`src/rtl/axis_rr_arbiter_if.sv`:
```
// Stream bundle around the round-robin arbiter: NUM_PORTS packed slave inputs and one tagged master output.
// The master modport is the arbiter's view; the slave modport is the surrounding producers/consumer.
interface axis_rr_arbiter_if #(
  parameter int NUM_PORTS  = 4,
  parameter int DATA_WIDTH = 8,
  parameter int ID_WIDTH   = 8
);
  logic [NUM_PORTS*DATA_WIDTH-1:0] s_axis_tdata;
  logic [NUM_PORTS-1:0]            s_axis_tvalid;
  logic [NUM_PORTS-1:0]            s_axis_tlast;
  logic [NUM_PORTS-1:0]            s_axis_tready;
  logic [DATA_WIDTH-1:0]           m_axis_tdata;
  logic                            m_axis_tvalid;
  logic                            m_axis_tlast;
  logic [ID_WIDTH-1:0]             m_axis_tid;
  logic                            m_axis_tready;

  modport master (
    input  s_axis_tdata, s_axis_tvalid, s_axis_tlast,
    output s_axis_tready,
    output m_axis_tdata, m_axis_tvalid, m_axis_tlast, m_axis_tid,
    input  m_axis_tready
  );

  modport slave (
    output s_axis_tdata, s_axis_tvalid, s_axis_tlast,
    input  s_axis_tready,
    input  m_axis_tdata, m_axis_tvalid, m_axis_tlast, m_axis_tid,
    output m_axis_tready
  );
endinterface

```
`src/rtl/axis_rr_arbiter.sv`:
```
// Packet-atomic round-robin arbiter merging NUM_PORTS AXI4-Stream inputs onto one output tagged with tid.
// Optional ARB_STATS_EN adds per-port completed-packet counters (pkt_count) and an arb_busy flag.
module axis_rr_arbiter #(
  parameter int DATA_WIDTH = 8,
  parameter int NUM_PORTS  = 4,
  parameter int ID_WIDTH   = 8
) (
  input  logic                    clk,
  input  logic                    rst,
  axis_rr_arbiter_if.master       axis
`ifdef ARB_STATS_EN
  ,
  output logic [NUM_PORTS*16-1:0] pkt_count,
  output logic                    arb_busy
`endif
);

  localparam int GW = $clog2(NUM_PORTS);

  typedef enum logic {IDLE, XFER} state_t;

  state_t          state_reg, state_next;
  logic [GW-1:0]   grant_reg, grant_next;
  logic [GW-1:0]   last_grant_reg, last_grant_next;
  logic [GW-1:0]   sel;
  logic            sel_found;
  logic [DATA_WIDTH-1:0] port_data [NUM_PORTS];

  generate
    for (genvar gi = 0; gi < NUM_PORTS; gi++) begin : g_unpack
      assign port_data[gi] = axis.s_axis_tdata[gi*DATA_WIDTH +: DATA_WIDTH];
    end
  endgenerate

  // First requester strictly after last_grant, wrapping, so the last winner has lowest priority.
  always_comb begin
    int      idx;
    logic [GW-1:0] cand;
    sel       = last_grant_reg;
    sel_found = 1'b0;
    idx       = 0;
    cand      = '0;
    for (int k = 1; k <= NUM_PORTS; k++) begin
      idx = int'(last_grant_reg) + k;
      if (idx >= NUM_PORTS) idx = idx - NUM_PORTS;
      cand = GW'(idx);
      if (!sel_found && axis.s_axis_tvalid[cand]) begin
        sel_found = 1'b1;
        sel       = cand;
      end
    end
  end

  always_ff @(posedge clk) begin
    if (rst) begin
      state_reg      <= IDLE;
      grant_reg      <= '0;
      last_grant_reg <= GW'(NUM_PORTS - 1);
    end else begin
      state_reg      <= state_next;
      grant_reg      <= grant_next;
      last_grant_reg <= last_grant_next;
    end
  end

  always_comb begin
    state_next         = state_reg;
    grant_next         = grant_reg;
    last_grant_next    = last_grant_reg;
    axis.m_axis_tdata  = '0;
    axis.m_axis_tvalid = 1'b0;
    axis.m_axis_tlast  = 1'b0;
    axis.m_axis_tid    = '0;
    axis.s_axis_tready = '0;
    case (state_reg)
      IDLE: begin
        if (sel_found) begin
          grant_next      = sel;
          last_grant_next = sel;
          state_next      = XFER;
        end
      end
      XFER: begin
        // Grant is held until the tlast beat is accepted, even across source bubbles.
        axis.m_axis_tdata         = port_data[grant_reg];
        axis.m_axis_tvalid        = axis.s_axis_tvalid[grant_reg];
        axis.m_axis_tlast         = axis.s_axis_tlast[grant_reg];
        axis.m_axis_tid           = ID_WIDTH'(grant_reg);
        axis.s_axis_tready[grant_reg] = axis.m_axis_tready;
        if (axis.s_axis_tvalid[grant_reg] && axis.m_axis_tready && axis.s_axis_tlast[grant_reg]) begin
          state_next = IDLE;
        end
      end
      default: state_next = IDLE;
    endcase
  end

`ifdef ARB_STATS_EN
  logic pkt_done;

  assign pkt_done = (state_reg == XFER) && axis.m_axis_tvalid && axis.m_axis_tready && axis.m_axis_tlast;
  assign arb_busy = (state_reg == XFER);

  generate
    for (genvar gi = 0; gi < NUM_PORTS; gi++) begin : g_stats
      logic [15:0] cnt_reg;
      always_ff @(posedge clk) begin
        if (rst) begin
          cnt_reg <= '0;
        end else if (pkt_done && (grant_reg == GW'(gi))) begin
          cnt_reg <= cnt_reg + 16'd1;
        end
      end
      assign pkt_count[gi*16 +: 16] = cnt_reg;
    end
  endgenerate
`endif

endmodule

```
`src/flat_wrapper.sv`:
```
// flat-port wrapper written by rule: the top's interface ports become plain ports
module axis_rr_arbiter_flat 
#(
  parameter int DATA_WIDTH = 8,
  parameter int NUM_PORTS  = 4,
  parameter int ID_WIDTH   = 8
)
  (clk, rst, axis_s_axis_tdata, axis_s_axis_tvalid, axis_s_axis_tlast, axis_s_axis_tready, axis_m_axis_tdata, axis_m_axis_tvalid, axis_m_axis_tlast, axis_m_axis_tid, axis_m_axis_tready);
  axis_rr_arbiter_if #(.NUM_PORTS(NUM_PORTS), .DATA_WIDTH(DATA_WIDTH), .ID_WIDTH(ID_WIDTH)) axis_i ();
  input  logic clk;
  input  logic rst;
  input wire logic [$bits(axis_i.s_axis_tdata)-1:0] axis_s_axis_tdata;
  input wire logic [$bits(axis_i.s_axis_tvalid)-1:0] axis_s_axis_tvalid;
  input wire logic [$bits(axis_i.s_axis_tlast)-1:0] axis_s_axis_tlast;
  output wire logic [$bits(axis_i.s_axis_tready)-1:0] axis_s_axis_tready;
  output wire logic [$bits(axis_i.m_axis_tdata)-1:0] axis_m_axis_tdata;
  output wire logic [$bits(axis_i.m_axis_tvalid)-1:0] axis_m_axis_tvalid;
  output wire logic [$bits(axis_i.m_axis_tlast)-1:0] axis_m_axis_tlast;
  output wire logic [$bits(axis_i.m_axis_tid)-1:0] axis_m_axis_tid;
  input wire logic [$bits(axis_i.m_axis_tready)-1:0] axis_m_axis_tready;
  assign axis_i.s_axis_tdata = axis_s_axis_tdata;
  assign axis_i.s_axis_tvalid = axis_s_axis_tvalid;
  assign axis_i.s_axis_tlast = axis_s_axis_tlast;
  assign axis_s_axis_tready = axis_i.s_axis_tready;
  assign axis_m_axis_tdata = axis_i.m_axis_tdata;
  assign axis_m_axis_tvalid = axis_i.m_axis_tvalid;
  assign axis_m_axis_tlast = axis_i.m_axis_tlast;
  assign axis_m_axis_tid = axis_i.m_axis_tid;
  assign axis_i.m_axis_tready = axis_m_axis_tready;
  axis_rr_arbiter #(.DATA_WIDTH(DATA_WIDTH), .NUM_PORTS(NUM_PORTS), .ID_WIDTH(ID_WIDTH)) u_core (.clk(clk), .rst(rst), .axis(axis_i));
endmodule
```
`config.mk`:
```
export PLATFORM = sky130hd
export DESIGN_NAME = axis_rr_arbiter_flat
export DESIGN_NICKNAME = d
export VERILOG_FILES = /design/src/rtl/axis_rr_arbiter_if.sv /design/src/rtl/axis_rr_arbiter.sv /design/src/flat_wrapper.sv
export SDC_FILE = /design/constraint.sdc
export NUM_CORES = 1
export LEC_CHECK = 0
export CORE_ASPECT_RATIO = 0.7
export CORE_MARGIN = 1
export CORE_UTILIZATION = 23
export DETAILED_ROUTE_END_ITERATION = 6
export PLACE_DENSITY = 0.7
export SLEW_MARGIN = 20
export SYNTH_ARGS = -nofsm -noshare
export SYNTH_HDL_FRONTEND = slang
export SYNTH_SLANG_ARGS = --single-unit
```
`constraint.sdc`:
```
create_clock -name clk -period 1.55 [get_ports clk]
set_input_delay 0.31 -clock clk [delete_from_list [all_inputs] [get_ports clk]]
set_output_delay 0.31 -clock clk [all_outputs]
set_load 0.01 [all_outputs]
```
==> results of run 1 <==
worst paths after layout:
check / endpoint / start / slack, ns / depth (start not counted)
worst max-delay path: axis_m_axis_tdata[4] / u_core.grant_reg[0] / -0.32 / 5
worst min-delay path: u_core.last_grant_reg[1] / u_core.last_grant_reg[1] / 0.58 / 2
worst max register to register: u_core.state_reg / u_core.grant_reg[0] / 0.09 / 6
worst min register to register: u_core.last_grant_reg[1] / u_core.last_grant_reg[1] / 0.58 / 2
kinds of logic (layout without fill, tap and decap cells):
| family | count (synthesis) | in the layout |
|---|---|---|
| AND/OR/NAND/NOR | 31 | 31 |
| multiplexers | 11 | 11 |
| AO/OA/AOI/OAI | 10 | 10 |
| buffers and inverters | 14 | 84 |
| other | 1 | 6 |
| flip-flops | 5 | 5 |
cell type report:
class | count | area share
clock buffers | 4 | 0.0314
flip-flops and latches | 5 | 0.0716
well taps | 36 | 0.0314
inverters | 3 | 0.00785
repair buffers | 77 | 0.486
multi-input cells | 58 | 0.372
stage by stage:
stage | TNS (ns) | instances | setup slack, ns
6_report | -2.43 | 183 | -0.323
4_1_cts | -2.59 | 182 | -0.332
3_3_place_gp | -7.52 | 175 | -0.664
3_5_place_dp | -7.93 | 175 | -0.669
2_1_floorplan | 0 | 77 | 0.0296
5_1_grt | -2.96 | 183 | -0.362
worst max-delay path, stage by stage (launching register included):
cell and delay (ns):
dfxtp_2 0.35, buf_6 0.11, buf_6 0.11, mux4_2 0.50, and2_4 0.16, buf_6 0.11
what timing repair did:
action                                  4_1_cts  5_1_grt
resized for setup                            87       14
hold endpoints to repair                      0        0
endpoints found under the setup margin       16       16
setup buffers                                 3        2
pin swaps                                    11        3
layout by cell type (no fill, tap or decap), drive strengths merged, types with 3 or more instances in the layout:
| cell | count |
|---|---|
| and2 | 11 |
| buf | 34 |
| clkbuf | 5 |
| clkdlybuf4s50 | 35 |
| conb | 6 |
| dfxtp | 5 |
| dlygate4sd2 | 6 |
| inv | 3 |
| mux4 | 10 |
| nand2 | 4 |
| nor2 | 6 |
| nor3 | 3 |
metal layers:
metal | vias up | track usage | part of all wire
met5 | - | 0 | 0
met4 | 0 | 0.0375 | 0.0038
met3 | 2 | 0.0584 | 0.12
met2 | 39 | 0.257 | 0.50
met1 | 391 | 0.146 | 0.38
li1 | 399 | - | -
power breakdown:
group          total [mW]  internal, mW  switching, mW
Clock               0.240         0.177         0.0638
Sequential          0.160         0.144         0.0165
Combinational       0.467         0.305          0.163
==> out/results.ini, run 1 <==
[run_status]
status = complete, but fails checks
violations = setup timing

[floorplan]
die_h_um = 48.2
die_w_um = 68.0
dieArea_um2 = 3280
io_pins = 65
coreArea_um2 = 2840
initial_core_util = 0.247
fp-row-count = 16

[synth]
yosysUniqueCellTypes = 27
synth_top_family_by_area = multiplexers
muxShareOfSynthArea = 0.367
synth_seq_area_share = 0.143
synthAdderAreaFrac = 0
yosysMostFrequentCell = and2_1
synth_common_cells = 10 x and2_1, 6 x buf_4, 6 x mux4_1, 6 x nor2_1, 5 x dfxtp_1
avgSynthCellArea_um2 = 9.75
yosysTopAreaCell = mux4_1
synth_flop_cell = dfxtp_1
synth_xor_area_frac = 0
ys_async_sr_fraction = 0
netlist.area_leader.share = 0.225
ys_ff_latch = 5
yosys.area_share.simple = 0.242
synth_edf_count = 0
synth-compound-area-share = 0.0998
synth_area_leaders = mux4_1 22%, dfxtp_1 14%, mux4_2 13%
netlist_area_um2 = 702
ys_warn_count = 0
synthCells = 72

[clock_tree]
cts-root-buf = clkbuf_8
cts_sinks = 5
cts_max_level = 1
path_clk_slew_ns = 0.04
ctsHoldBuffers = 0
cts_buffers = 3
clk_latency_ns = 0.22
clock_path_buffers = 2
cts_tree = built

[timing]
fin_crit_ns = 1.87
slew_viol_final = 0
finClkSkew_ns = 0.00181
fmax_ghz = 0.534
rsz0062_at_grt = yes
hold_slack_ns = 0.578
worst_slack_ns = -0.323
setup_viol = 10
fin_crit_sh = 1.21
hold_violations = 0

[detailed_routing]
vias_per_cell = 4.54
antenna_left = 0
drt_pass1_iterations = 4
drtIter0Drc = 17
wirelength_um = 2630
wire_per_inst_um = 14.4
dr_total_vias = 831
drc = 0

[critical_path]
worstSetupStartpointType = flop
cp_max_fo = 4
cp_data_required_time_ns = 1.24
cp.arrival_ns = 1.56
crit_path_end_kind = primary output
critical_path_class = flop to primary output

[power]
power.total_mw = 0.868
powerDensity_nw_per_um2 = 606
p_leak_nw = 0.627
irDropWorstVdd_mv = 0.278

[place]
hpwlAfterDp_um = 2020
io_buffers = 58
dpl-instance-area_um2 = 1370
place.gp.congestion = 0.761

[global_route]
grt_pass1_vias = 729
grt_util_all_layers = 0.138
antenna_found_initial = 0
grt_max_degree = 14
overflow = 0
grt_pass1_wl_um = 3170

[cells_and_area]
multi_input_area_um2 = 533
fill_cells = 274
utilization = 0.504
drive_above_1_share = 0.435
layout.nets = 191
area_delta_synth_final_pct = 104
fin_area_um2 = 1430
antenna_cells = 0
regArea_um2 = 103

[flow_run]
cap_violations = 0

[worst_hold_path]
hold_class = flop to flop

No activity file was read; power rests on OpenSTA's default activity.
==> inputs of run 2 (changes only) <==
--- a/config.mk
+++ b/config.mk
@@ -8,9 +8,9 @@
 export CORE_ASPECT_RATIO = 0.7
 export CORE_MARGIN = 1
 export CORE_UTILIZATION = 23
+export CTS_BUF_LIST = sky130_fd_sc_hd__clkbuf_2
 export DETAILED_ROUTE_END_ITERATION = 6
 export PLACE_DENSITY = 0.7
-export SLEW_MARGIN = 20
 export SYNTH_ARGS = -nofsm -noshare
 export SYNTH_HDL_FRONTEND = slang
 export SYNTH_SLANG_ARGS = --single-unit
==> run 2 against run 1 <==
The flow still finishes with violations (setup timing). Largest power group unchanged. Sequential cell count stayed put. Power is 15% lower. Clock skew is 0.0035 ns higher. Core utilization is 1.5 points lower. First-iteration DRC count is 110% higher. Critical endpoint is now axis_m_axis_tlast. Highest routed layer is now met3.
==> out/results.ini, run 2 (synthesis gave the netlist of run 1 again) <==
[global_route]
overflow = 0  ; unchanged
antenna_found_initial = 0  ; unchanged
grt_pass1_vias = 714  ; -2.1%
grt_max_degree = 14  ; unchanged
grt_util_all_layers = 0.134  ; -0.00358
grt_pass1_wl_um = 3120  ; -1.5%

[floorplan]
initial_core_util = 0.247  ; unchanged
dieArea_um2 = 3280  ; unchanged
die_w_um = 68.0  ; unchanged
coreArea_um2 = 2840  ; unchanged
die_h_um = 48.2  ; unchanged
io_pins = 65  ; unchanged
fp-row-count = 16  ; unchanged

[critical_path]
crit_path_end_kind = primary output
r2r_end = u_core.state_reg
r2r_start = u_core.grant_reg[0]
worstSetupStartpointType = flop
critical_path_class = flop to primary output
r2r_setup_slack_ns = 0.08  ; about the same
cp_max_fo = 5  ; +1
cp_data_required_time_ns = 1.24  ; about the same
cp.arrival_ns = 1.51  ; -0.05 ns
ff2ff_path_depth = 6  ; unchanged

[cells_and_area]
antenna_cells = 0  ; unchanged
area_delta_synth_final_pct = 98.4
layout.nets = 190  ; -0.52%
drive_above_1_share = 0.432  ; -0.00387
final_cell_mix = 37 x clkdlybuf4s50_1, 14 x buf_4, 10 x mux4_2, 10 x buf_6, 8 x buf_2
final_common_cell = clkdlybuf4s50_1
final_cell_count_no_fill = 182  ; -0.55%

[place]
io_buffers = 58  ; unchanged
hpwlAfterDp_um = 2020  ; unchanged
place.gp.congestion = 0.761  ; unchanged
dp_cells = 175  ; unchanged

[run_status]
status = complete, but fails checks
violations = setup timing

[detailed_routing]
dr_total_vias = 824  ; -0.84%
vias_per_cell = 4.53  ; -0.30%
antenna_left = 0  ; unchanged
drc = 0  ; unchanged
wire_per_inst_um = 14.1  ; -1.6%
drtIter0Drc = 35  ; +18
drt_pass1_iterations = 4  ; unchanged
wirelength_um = 2570  ; -2.2%

[flow_run]
cap_violations = 0  ; unchanged

[power]
power.total_mw = 0.741  ; -15%
switching_share = 0.310  ; +0.0298
irDropWorstVdd_mv = 0.171  ; -38%
pwr-share-comb = 0.619  ; +0.081
powerDensity_nw_per_um2 = 532  ; -12%
p_leak_nw = 0.613  ; -2.1%
internal_power_mw = 0.512  ; -18%
pwr-share-seq = 0.215  ; +0.030
power.switching_mw = 0.230  ; -5.5%
clkPwrFrac = 0.166  ; -0.111

[clock_tree]
cts_max_level = 1  ; unchanged
cts_tree = built
clock_path_buffers = 2  ; unchanged
ctsHoldBuffers = 0  ; unchanged
cts_buffers = 3  ; unchanged
clk_latency_ns = 0.22  ; about the same
cts-root-buf = clkbuf_2
cts_sinks = 5  ; unchanged
path_clk_slew_ns = 0.06  ; +0.02 ns

[timing]
slew_viol_final = 0  ; unchanged
fin_crit_ns = 1.82  ; -0.0501 ns
tns_ns = -2.38  ; +0.0574 ns
setup_viol = 10  ; unchanged
fmax_ghz = 0.549  ; +2.7%
fin_crit_sh = 1.18  ; -0.0323
worst_slack_ns = -0.273  ; +0.0501 ns
hold_violations = 0  ; unchanged
rsz0062_at_grt = yes
finClkSkew_ns = 0.00530  ; +0.00349 ns

[worst_hold_path]
hold_start = axis_m_axis_tready
hold_depth = 4  ; +2
hold_class = input port to flop
holdPathEnd = u_core.state_reg

run 2: changes by cell type in the layout (fill, tap and decap cells not counted), sizes merged:
cell	delta
clkbuf	+1
dlygate4sd2	-2
buf	-2
clkdlybuf4s50	+2
run 2: power by group through the flow:
| stage | clock [mW] | sequential (mW) | combinational, mW |
|---|---|---|---|
| after floorplan | 0 | 0.153 | 0.209 |
| after CTS | 0.128 | 0.158 | 0.433 |
| after detailed placement | 0 | 0.158 | 0.425 |
| final | 0.123 | 0.160 | 0.459 |
| after global placement | 0 | 0.157 | 0.414 |
| after global routing | 0.136 | 0.161 | 0.493 |
run 2: area by class of cell:
type	count	area, um^2
inverter	3	11.3
timing repair buffer	76	686
fill	271	1450
sequential	5	103
tap	36	45.0
multi-input combinational	58	528
clock buffer	4	20.0
run 2: how the worst max path moves through the flow:
stage | start | to | slack (ns) | depth (start not counted)
after floorplan | u_core.grant_reg[0] | axis_m_axis_tdata[3] | 0.03 | 4
after global placement | axis_s_axis_tvalid[2] | axis_m_axis_tvalid | -0.66 | 4
after detailed placement | axis_s_axis_tvalid[2] | axis_m_axis_tvalid | -0.67 | 4
after CTS | u_core.grant_reg[0] | axis_m_axis_tlast | -0.29 | 4
after global routing | u_core.grant_reg[0] | axis_m_axis_tlast | -0.33 | 4
final | u_core.grant_reg[0] | axis_m_axis_tlast | -0.27 | 4
run 2: what timing repair did:
action / CTS / global route
gates resized for setup: 81 / 15
hold endpoints to repair: 0 / 0
pin swaps: 11 / 1
setup endpoints to repair: 16 / 14
buffers inserted: 2 / 1
run 2: routing by layer:
| layer | GRT usage | vias to the layer above | routed length (um) |
|---|---|---|---|
| met5 | 0 | - | 0 |
| met1 | 0.144 | 387 | 992 |
| met4 | 0.0250 | 0 | 0 |
| li1 | - | 397 | - |
| met2 | 0.251 | 40 | 1290 |
| met3 | 0.0584 | 0 | 291 |
run 2: metrics by stage:
step,utilization,hold WS (ns),setup WS [ns],area (um^2)
finish,0.490,0.577,-0.273,1390
global route,0.490,0.592,-0.333,1390
CTS,0.475,0.575,-0.286,1350
detailed placement,0.482,0.566,-0.669,1370
global placement,0.482,0.533,-0.664,1370
floorplan,-,0.379,0.0296,721
run 2: critical path, cell delays in order, from the launching register on:
cell and delay (ns):
dfxtp_2 0.36, buf_6 0.14, mux4_2 0.51, and2_1 0.15
buf_2 0.13
